$ cat config.mk
export PLATFORM = sky130hd
export DESIGN_NAME = timer_ctrl_flat
export DESIGN_NICKNAME = d
export VERILOG_FILES = /design/src/rtl/timer_pkg.sv /design/src/rtl/timer_ctrl_if.sv /design/src/rtl/tick_gen.sv /design/src/rtl/timer_ctrl.sv /design/src/flat_wrapper.sv
export SDC_FILE = /design/constraint.sdc
export NUM_CORES = 1
export LEC_CHECK = 0
export BUFFER_PORTS_ARGS = -buffer_cell sky130_fd_sc_hd__buf_2
export CAP_MARGIN = 20
export CORE_UTILIZATION = 35
export CTS_CLUSTER_DIAMETER = 120
export DETAILED_ROUTE_END_ITERATION = 16
export PLACE_DENSITY = 0.57
export SETUP_SLACK_MARGIN = 0.15
export SYNTH_ARGS = -nofsm -noshare
export SYNTH_HDL_FRONTEND = slang
export SYNTH_SLANG_ARGS = --single-unit
$ cat constraint.sdc
create_clock -name clk -period 2.5 [get_ports clk]
set_input_delay 0.375 -clock clk [delete_from_list [all_inputs] [get_ports clk]]
set_output_delay 0.375 -clock clk [all_outputs]
set_load 0.01 [all_outputs]
$ cat src/rtl/timer_pkg.sv
// Shared types and constants for the mm:ss timer controller.
// The packed time value is {minutes, seconds}, each a 6-bit field in 0..59.
package timer_pkg;

    typedef enum logic [1:0] {
        IDLE  = 2'd0,
        RUN   = 2'd1,
        PAUSE = 2'd2,
        DONE  = 2'd3
    } timer_state_t;

    localparam int FIELD_W = 6;
    localparam int TIME_W  = 12;
    localparam logic [FIELD_W-1:0] SEC_MAX = 6'd59;

    // Field increment that wraps to zero once the field reaches top.
    // Using >= keeps an out-of-range value from ever escaping upward.
    function automatic logic [FIELD_W-1:0] wrap_inc(input logic [FIELD_W-1:0] v,
                                                    input logic [FIELD_W-1:0] top);
        return (v >= top) ? '0 : v + FIELD_W'(1);
    endfunction

endpackage

$ cat src/rtl/timer_ctrl_if.sv
// Control strobes and display-side outputs of the timer controller.
// The slave modport is the controller's view; master is the driver's view.
interface timer_ctrl_if;
    import timer_pkg::*;

    logic              start_stop;
    logic              clear;
    logic              mode_down;
    logic              inc_min;
    logic              inc_sec;
    logic [TIME_W-1:0] counter_out;
    logic              running;
    logic              alarm;

    modport master (
        output start_stop, clear, mode_down, inc_min, inc_sec,
        input  counter_out, running, alarm
    );

    modport slave (
        input  start_stop, clear, mode_down, inc_min, inc_sec,
        output counter_out, running, alarm
    );

endinterface

$ cat src/rtl/tick_gen.sv
// Prescaler producing a one-cycle tick every TICK_DIV enabled cycles.
// Holds its count while en is low; clr forces it back to zero.
module tick_gen #(
    parameter int TICK_DIV = 10_000_000
) (
    input  logic clk,
    input  logic nrst,
    input  logic en,
    input  logic clr,
    output logic tick
);

    localparam int CNT_W = (TICK_DIV > 2) ? $clog2(TICK_DIV) : 1;
    localparam logic [CNT_W-1:0] LAST = CNT_W'(TICK_DIV - 1);

    logic [CNT_W-1:0] cnt_q;
    logic [CNT_W-1:0] cnt_d;
    logic             at_last;

    assign at_last = (cnt_q == LAST);
    assign tick    = en & at_last;

    // Next count: clear wins, otherwise advance and roll over only while enabled.
    always_comb begin
        cnt_d = cnt_q;
        if (clr) begin
            cnt_d = '0;
        end else if (en) begin
            cnt_d = at_last ? '0 : cnt_q + CNT_W'(1);
        end
    end

    // Count register with synchronous active-low reset.
    always_ff @(posedge clk) begin
        if (!nrst) begin
            cnt_q <= '0;
        end else begin
            cnt_q <= cnt_d;
        end
    end

endmodule

$ cat src/rtl/timer_ctrl.sv
// mm:ss stopwatch / countdown sequencer feeding the seven-segment decoder.
// Owns the packed time value and the IDLE/RUN/PAUSE/DONE state machine.
module timer_ctrl
    import timer_pkg::*;
#(
    parameter int TICK_DIV = 10_000_000,
    parameter int MAX_MIN  = 59
) (
    input  logic         clk,
    input  logic         nrst,
    timer_ctrl_if.slave  bus
);

    localparam logic [FIELD_W-1:0] MIN_TOP = FIELD_W'(MAX_MIN);

    timer_state_t       state_q, state_d;
    logic [FIELD_W-1:0] min_q, min_d;
    logic [FIELD_W-1:0] sec_q, sec_d;
    logic               mode_q, mode_d;      // 1 = counting down
    logic               running_q, running_d;
    logic               alarm_q, alarm_d;

    logic               tick;
    logic               pre_en;
    logic               pre_clr;
    logic               tick_fin;            // this tick ends the run
    logic               time_zero;

    assign time_zero = (min_q == '0) && (sec_q == '0);

    // The prescaler only advances in RUN; it is parked at zero in IDLE and
    // DONE so every fresh start begins a full period, and holds in PAUSE.
    assign pre_en  = (state_q == RUN);
    assign pre_clr = bus.clear | (state_q == IDLE) | (state_q == DONE);

    tick_gen #(
        .TICK_DIV (TICK_DIV)
    ) u_tick_gen (
        .clk  (clk),
        .nrst (nrst),
        .en   (pre_en),
        .clr  (pre_clr),
        .tick (tick)
    );

    // Next state, time arithmetic and registered output values.
    always_comb begin
        state_d  = state_q;
        min_d    = min_q;
        sec_d    = sec_q;
        mode_d   = mode_q;
        tick_fin = 1'b0;

        if (bus.clear) begin
            state_d = IDLE;
            min_d   = '0;
            sec_d   = '0;
        end else begin
            case (state_q)
                IDLE: begin
                    if (bus.start_stop) begin
                        mode_d = bus.mode_down;
                        // Nothing to count down from: alarm straight away.
                        state_d = (bus.mode_down && time_zero) ? DONE : RUN;
                    end else begin
                        if (bus.inc_min) begin
                            min_d = wrap_inc(min_q, MIN_TOP);
                        end
                        if (bus.inc_sec) begin
                            sec_d = wrap_inc(sec_q, SEC_MAX);
                        end
                    end
                end

                RUN: begin
                    if (tick) begin
                        if (mode_q) begin
                            if (time_zero) begin
                                // Defensive: never borrow below 00:00.
                                tick_fin = 1'b1;
                            end else if (sec_q == '0) begin
                                sec_d = SEC_MAX;
                                min_d = min_q - FIELD_W'(1);
                            end else begin
                                sec_d    = sec_q - FIELD_W'(1);
                                tick_fin = (min_q == '0) && (sec_q == FIELD_W'(1));
                            end
                        end else begin
                            if ((min_q >= MIN_TOP) && (sec_q >= SEC_MAX)) begin
                                // Saturate at the top value and raise the alarm.
                                tick_fin = 1'b1;
                            end else if (sec_q >= SEC_MAX) begin
                                sec_d = '0;
                                min_d = min_q + FIELD_W'(1);
                            end else begin
                                sec_d = sec_q + FIELD_W'(1);
                            end
                        end
                    end
                    // A pause request outranks the tick's state change, but
                    // the tick's time update above still lands.
                    if (bus.start_stop) begin
                        state_d = PAUSE;
                    end else if (tick_fin) begin
                        state_d = DONE;
                    end
                end

                PAUSE: begin
                    if (bus.start_stop) begin
                        state_d = RUN;
                    end
                end

                DONE: begin
                    if (bus.start_stop) begin
                        state_d = IDLE;
                    end
                end

                default: begin
                    state_d = IDLE;
                end
            endcase
        end

        running_d = (state_d == RUN);
        alarm_d   = (state_d == DONE);
    end

    // State, time and output registers; reset overrides every input.
    always_ff @(posedge clk) begin
        if (!nrst) begin
            state_q   <= IDLE;
            min_q     <= '0;
            sec_q     <= '0;
            mode_q    <= 1'b0;
            running_q <= 1'b0;
            alarm_q   <= 1'b0;
        end else begin
            state_q   <= state_d;
            min_q     <= min_d;
            sec_q     <= sec_d;
            mode_q    <= mode_d;
            running_q <= running_d;
            alarm_q   <= alarm_d;
        end
    end

    assign bus.counter_out = {min_q, sec_q};
    assign bus.running     = running_q;
    assign bus.alarm       = alarm_q;

endmodule

$ cat src/flat_wrapper.sv
// flat-port wrapper written by rule: the top's interface ports become plain ports
module timer_ctrl_flat import timer_pkg::*;
#(
    parameter int TICK_DIV = 10_000_000,
    parameter int MAX_MIN  = 59
)
  (clk, nrst, bus_start_stop, bus_clear, bus_mode_down, bus_inc_min, bus_inc_sec, bus_counter_out, bus_running, bus_alarm);
  timer_ctrl_if bus_i ();
  input  logic clk;
  input  logic nrst;
  input wire logic [$bits(bus_i.start_stop)-1:0] bus_start_stop;
  input wire logic [$bits(bus_i.clear)-1:0] bus_clear;
  input wire logic [$bits(bus_i.mode_down)-1:0] bus_mode_down;
  input wire logic [$bits(bus_i.inc_min)-1:0] bus_inc_min;
  input wire logic [$bits(bus_i.inc_sec)-1:0] bus_inc_sec;
  output wire logic [$bits(bus_i.counter_out)-1:0] bus_counter_out;
  output wire logic [$bits(bus_i.running)-1:0] bus_running;
  output wire logic [$bits(bus_i.alarm)-1:0] bus_alarm;
  assign bus_i.start_stop = bus_start_stop;
  assign bus_i.clear = bus_clear;
  assign bus_i.mode_down = bus_mode_down;
  assign bus_i.inc_min = bus_inc_min;
  assign bus_i.inc_sec = bus_inc_sec;
  assign bus_counter_out = bus_i.counter_out;
  assign bus_running = bus_i.running;
  assign bus_alarm = bus_i.alarm;
  timer_ctrl #(.TICK_DIV(TICK_DIV), .MAX_MIN(MAX_MIN)) u_core (.clk(clk), .nrst(nrst), .bus(bus_i));
endmodule
==> results.md, run 1 <==
- Worst-Skew Late Latency: 290 ps
- Synth warn: 0
- Fraction of registers with async set/reset: 0
- Data required time at the worst endpoint: 2720 ps
- Die H: 86.6 um
- CP Capture Type: flip-flop
- Status: finished, final reports clean
- Clock power frac: 0.357
- DRC: 0
- Placed cell count: 426
- Skew final: 5.70 ps
- CP Launch Type: flip-flop
- DP HPWL: 4400 um
- Syn avg cell area: 8.11 um2
- Critical path buffers and inverters: 0
- Gr ovfl total: 0
- Fin. Hold Viols: 0
- RSZ-0062 raised after global routing: no
- EDFF count, synth: 0
- Max Used Layer: met4
- Post-CTS sizing: 0
- Vias in the first global route: 2074
- Initial antenna violation count: 0
- IO Pins: 21
- Num CTS Buffers: 5
- WP depth: 6
- PwrDens: 431 nW/um2
- Synth Flop Type: dfxtp_1
- Layout cells sized above 1: 0.172
- Total GRT Usage: 0.169
- NetSw: 0.000314 W
- FF-to-FF path depth: 6
- Initial Utilization: 0.365
- Worst stage delay on the critical path: 520 ps
- Final #Nets: 351
- Synth-to-layout area growth: 15.0%
- Max frequency: 451 MHz
- Reg-to-reg critical path startpoint: u_core.sec_q[1]
- Core outline area: 6870 um2
- Synthesis-stage register bit count: 41
- GP Congestion: 0.851
- Routed wl met2: 2640 um
- M1 wire length: 2960 um
- Synth top area share: 0.327
- Fin cells: 433
- Die span in x: 86.6 um
- Critical path type: reg -> reg
- Crit path to: u_core.min_q[1]
- DRT iter0 DRCs: 77
- Switching portion of total power: 0.252
- CP top delay family: compound AO/OA/AOI/OAI gates
- HP Class: in -> reg
- CTS root buffer: clkbuf_8
- Vias per Instance: 5.36
- CTS max path bufs: 2
- Worst-path clk slew: 80 ps
- Final setup violating endpoints: 0
- Reg2reg end: u_core.min_q[1]
- Port bufs: 20
- Die area: 7510 um2
- Critical Path AT: 2440 ps
- Distinct cells, synth: 61
- WL per Instance: 13.8 um
- Slew HR: 0.644
- CTS tree: done
- First-pass GRT wire length: 10000 um
- Pint: 0.000930 W
- Hold_buf cts: 0
- Total chip power: 0.00124 W
- Clock Sinks: 41
- Final count of pins violating max slew: 0
- Final worst path period share: 0.886
- Largest net degree at the start of global routing: 23
- Min cycle time layout: 2220 ps
- Net Count, Synth: 323
- Std cell rows: 30
- TNS Setup: 0 ps
- N_diodes: 0
- Register area share after synthesis: 0.327
- Commonest non-fill, non-tap cell in the layout: nor2_1
- H-Tree Depth: 2
- Cell type of the slowest stage on the worst timing path: or4_1
- Leakage: 1.03 nW
- Worst Max-Slew Pin Slew: 529 ps
- VDD IR max: 0.185 mV
- Max_cap viols: 0
- Met3 WL: 296 um
- Sequential share of power: 0.538
- Worst-path fanout max: 8
- Synth area leader: dfxtp_1
- DR pass1 iterations: 4
- Mapped cell area: 2510 um2
- Detail Route Antenna Nets: 0
- Via count: 2320
- Post-Syn Instances: 309
- Top cells by area, synth: dfxtp_1 33%, nor2_1 6.6%, xnor2_1 4.9%, xor2_1 3.8%, ha_1 3.5%
- Setup Buffers After CTS: 0
- Critical Path, Cell by Cell: ha_2 > o2111ai_2 > a21o_1 > a221o_1 > or4_1 > a21oi_1
- Final wirelength: 5970 um
- R2R setup slack: 280 ps
- Commonest non-fill, non-tap cells in the layout: 44 x nor2_1, 38 x dfxtp_1, 20 x buf_2, 18 x nand2_1, 16 x buf_4
- Worst Setup SP: u_core.sec_q[1]
- Combinational power share: 0.105
==> Yosys cell counts, types with 4 or more instances <==
cell type  instances
nor2_1            44
nand3_1           12
or4_1              6
nand4_1            6
ha_1               7
dfxtp_1           41
o21ai_0           14
o31ai_1            4
nor4_1             5
a21oi_1           15
xnor2_1           14
or3_1              5
and3_1             8
nor2b_1            5
nand2_1           18
xor2_1            11
inv_1             12
nor3_1             9
o211ai_1           4
clkbuf_1          10
==> stage by stage <==
step / area (um2) / hold slack [ps] / util / worst slack [ps]
after detailed placement: 2790 / 518 / 0.406 / 210
after global routing: 2880 / 357 / 0.420 / 150
after CTS: 2880 / 335 / 0.419 / 175
after global placement: 2790 / 499 / 0.406 / 253
final: 2880 / 338 / 0.420 / 284
after floorplan: 2510 / 476 / - / 284
==> power by group through the flow <==
stage	clock network [W]	registers (W)	logic [W]
final	0.000443	0.000669	0.000131
after global routing	0.000485	0.000670	0.000145
after CTS	0.000466	0.000669	0.000130
after detailed placement	0	0.000684	0.000130
after global placement	0	0.000684	0.000131
after floorplan	0	0.000682	0.0000873
==> layout make-up <==
cell class	count	area, um2
Fill cell	693	3990
Clock inverter	1	7.51
Inverter	12	45.0
Multi-Input combinational cell	241	1580
Tap cell	96	120
Clock buffer	6	82.6
Sequential cell	41	825
Timing Repair Buffer	36	220
==> how the worst min path moves through the flow <==
stage	startpoint	end	depth (start not counted)
floorplan	u_core.u_tick_gen.cnt_q[23]	u_core.u_tick_gen.cnt_q[23]	2
global placement	u_core.u_tick_gen.cnt_q[10]	u_core.u_tick_gen.cnt_q[10]	2
detailed placement	u_core.u_tick_gen.cnt_q[1]	u_core.u_tick_gen.cnt_q[1]	2
CTS	nrst	u_core.mode_q	2
global route	nrst	u_core.state_q[1]	2
finish	nrst	u_core.mode_q	2
==> cells by family (layout without fill, tap and decap cells) <==
family,Yosys count,count (layout),synth area share
AND/OR/NAND/NOR,140,140,0.314
AO/OA/AOI/OAI,67,67,0.186
flip-flops,41,41,0.327
buffers and inverters,27,55,0.0419
XOR/XNOR,25,25,0.0873
adder cells (fa/ha/maj),7,7,0.0349
multiplexers,2,2,0.00798
==> sequential cells by signal, summed over array words and instances, names as in the netlist <==
signal                   count
u_core.bus.alarm             1
u_core.u_tick_gen.cnt_q     24
u_core.bus.running           1
u_core.sec_q                 6
u_core.mode_q                1
u_core.min_q                 6
u_core.state_q               2
==> routing by layer <==
layer,global-route usage,up-vias
li1,-,1190
met2,0.260,53
met3,0.0343,7
met5,0,-
met1,0.236,1070
met4,0.0515,0
Note: power is estimated with default switching activity, not from simulation.
==> run 2: changes to the inputs <==
ABC_AREA = 0   (was unset)
CORE_MARGIN = 2   (was unset)
==> run 2 against run 1 <==
- clock skew grew 3.6 ps
- worst hold slack lost 12 ps
- first-iteration DRC count grew 32%
- sequential share of layout area shrank 0.22 points
- critical path depth is the same
- cell count shrank 0.23%
- largest power group unchanged
==> results.md, run 2 (synthesis results as in run 1) <==
- Commonest non-fill, non-tap cell in the layout: nor2_1
- DR pass1 iterations: 4
- IO Pins: 21
- Status: finished, final reports clean
- Die H: 88.6 um
- Via count: 2303
- WL per Instance: 14.2 um
- DRC: 0
- CTS root buffer: clkbuf_8
- Num CTS Buffers: 5
- Final count of pins violating max slew: 0
- Skew final: 9.31 ps
- Instance area at placement: 2750 um2
- H-Tree Depth: 2
- Std cell rows: 30
- Worst-path fanout max: 16
- Register area: 830 um2
- Vias per Instance: 5.33
- Worst-path clk slew: 90 ps
- Die area: 7860 um2
- First-pass GRT wire length: 10300 um
- Detail Route Antenna Nets: 0
- Data required time at the worst endpoint: 2730 ps
- Worst Max-Slew Pin Slew: 713 ps
- HP Class: in -> reg
- Final worst path period share: 0.906
- TNS Setup: 0 ps
- Core outline area: 6870 um2
- DP HPWL: 4320 um
- Largest net degree at the start of global routing: 23
- Slew HR: 0.525
- Hold Path Cell Cnt: 2
- CTS tree: done
- Die span in x: 88.6 um
- Final instance area: 2920 um2
- Area occupied by multi-input gates: 1600 um2
- RSZ-0062 raised after global routing: yes
- Critical path type: reg -> reg
- # fillers: 688
- PwrDens: 470 nW/um2
- CP Launch Type: flip-flop
- Min cycle time layout: 2260 ps
- Clock Sinks: 41
- CTS max path bufs: 2
- DRT iter0 DRCs: 102
- Initial Utilization: 0.365
- Leakage: 1.04 nW
- Fin. Hold Viols: 0
- Max FFs per register: 24
- Gr ovfl total: 0
- Final setup violating endpoints: 0
- N_diodes: 0
- Initial antenna violation count: 0
- Critical Path AT: 2490 ps
- Final #Nets: 349
- VDD IR max: 0.187 mV
- Hold_buf cts: 0
- CP Capture Type: flip-flop
- Worst-Skew Late Latency: 300 ps
- Layout cells sized above 1: 0.188
- Vias in the first global route: 2198
- Biggest register: u_core.u_tick_gen.cnt_q
- Max_cap viols: 0
- GP Congestion: 0.894
- Commonest non-fill, non-tap cells in the layout: 44 x nor2_1, 34 x dfxtp_1, 20 x buf_2, 18 x nand2_1
- Largest regs: u_core.u_tick_gen.cnt_q x24, u_core.min_q x6, u_core.sec_q x6
- Max frequency: 442 MHz
- Final wirelength: 6150 um
- Total GRT Usage: 0.166
- Synth-to-layout area growth: 16.6%
- Port bufs: 20
- FF-to-FF path depth: 6
## run 2: changes by cell type in the layout (fill, tap and decap cells not counted)
cell       delta
a21oi_2       +1
dfxtp_1       -4
buf_6         +1
a31o_4        +1
buf_4         -3
dfxtp_2       +4
or4_4         +1
or4_1         -1
a21oi_1       -1
bufinv_16     +1
a31o_2        -1
## run 2: final timing paths
check	end	startpoint	slack, ps
worst max-delay path	u_core.min_q[1]	u_core.u_tick_gen.cnt_q[11]	240
worst max register to register	u_core.min_q[1]	u_core.u_tick_gen.cnt_q[11]	240
worst min-delay path	u_core.mode_q	nrst	330
worst min register to register	u_core.min_q[1]	u_core.min_q[1]	530
## run 2: report_power, final
group / internal, W / switching (W)
logic: 0.0000533 / 0.0000786
clock network: 0.000325 / 0.000247
registers: 0.000660 / 0.0000114
## run 2: critical path, stage by stage, from the launching register on
cell and delay, ps:
dfxtp_2 370, or4b_4 540, nor4_4 310, a31oi_2 140, buf_6 170, or4_1 510
a21oi_1 140
## run 2: layout make-up
class,count,area share
multi-input cells,241,0.547
clock inverters,2,0.0128
well taps,96,0.0411
repair buffers,34,0.0715
flip-flops and latches,41,0.284
inverters,12,0.0154
clock buffers,6,0.0282
## run 2: routing by layer
layer,up-vias,part of all wire,track usage
met5,-,0,0
met4,0,0.011,0.0620
met3,8,0.043,0.0420
met2,36,0.45,0.258
met1,1081,0.50,0.222
li1,1178,-,-
## run 2: what timing repair did
action,4_1_cts,5_1_grt
setup endpoints to repair,0,12
setup buffers,0,3
gates resized for setup,0,12
## run 2: stage by stage
stage | setup slack [ps] | hold WS (ps) | std cells | util | power, W
after floorplan | 284 | 476 | 309 | - | 0.000769
after global placement | 231 | 500 | 421 | 0.400 | 0.000814
after detailed placement | 191 | 502 | 421 | 0.400 | 0.000813
after CTS | 162 | 322 | 429 | 0.418 | 0.00138
after global routing | 150 | 341 | 432 | 0.426 | 0.00144
final | 235 | 327 | 432 | 0.426 | 0.00137
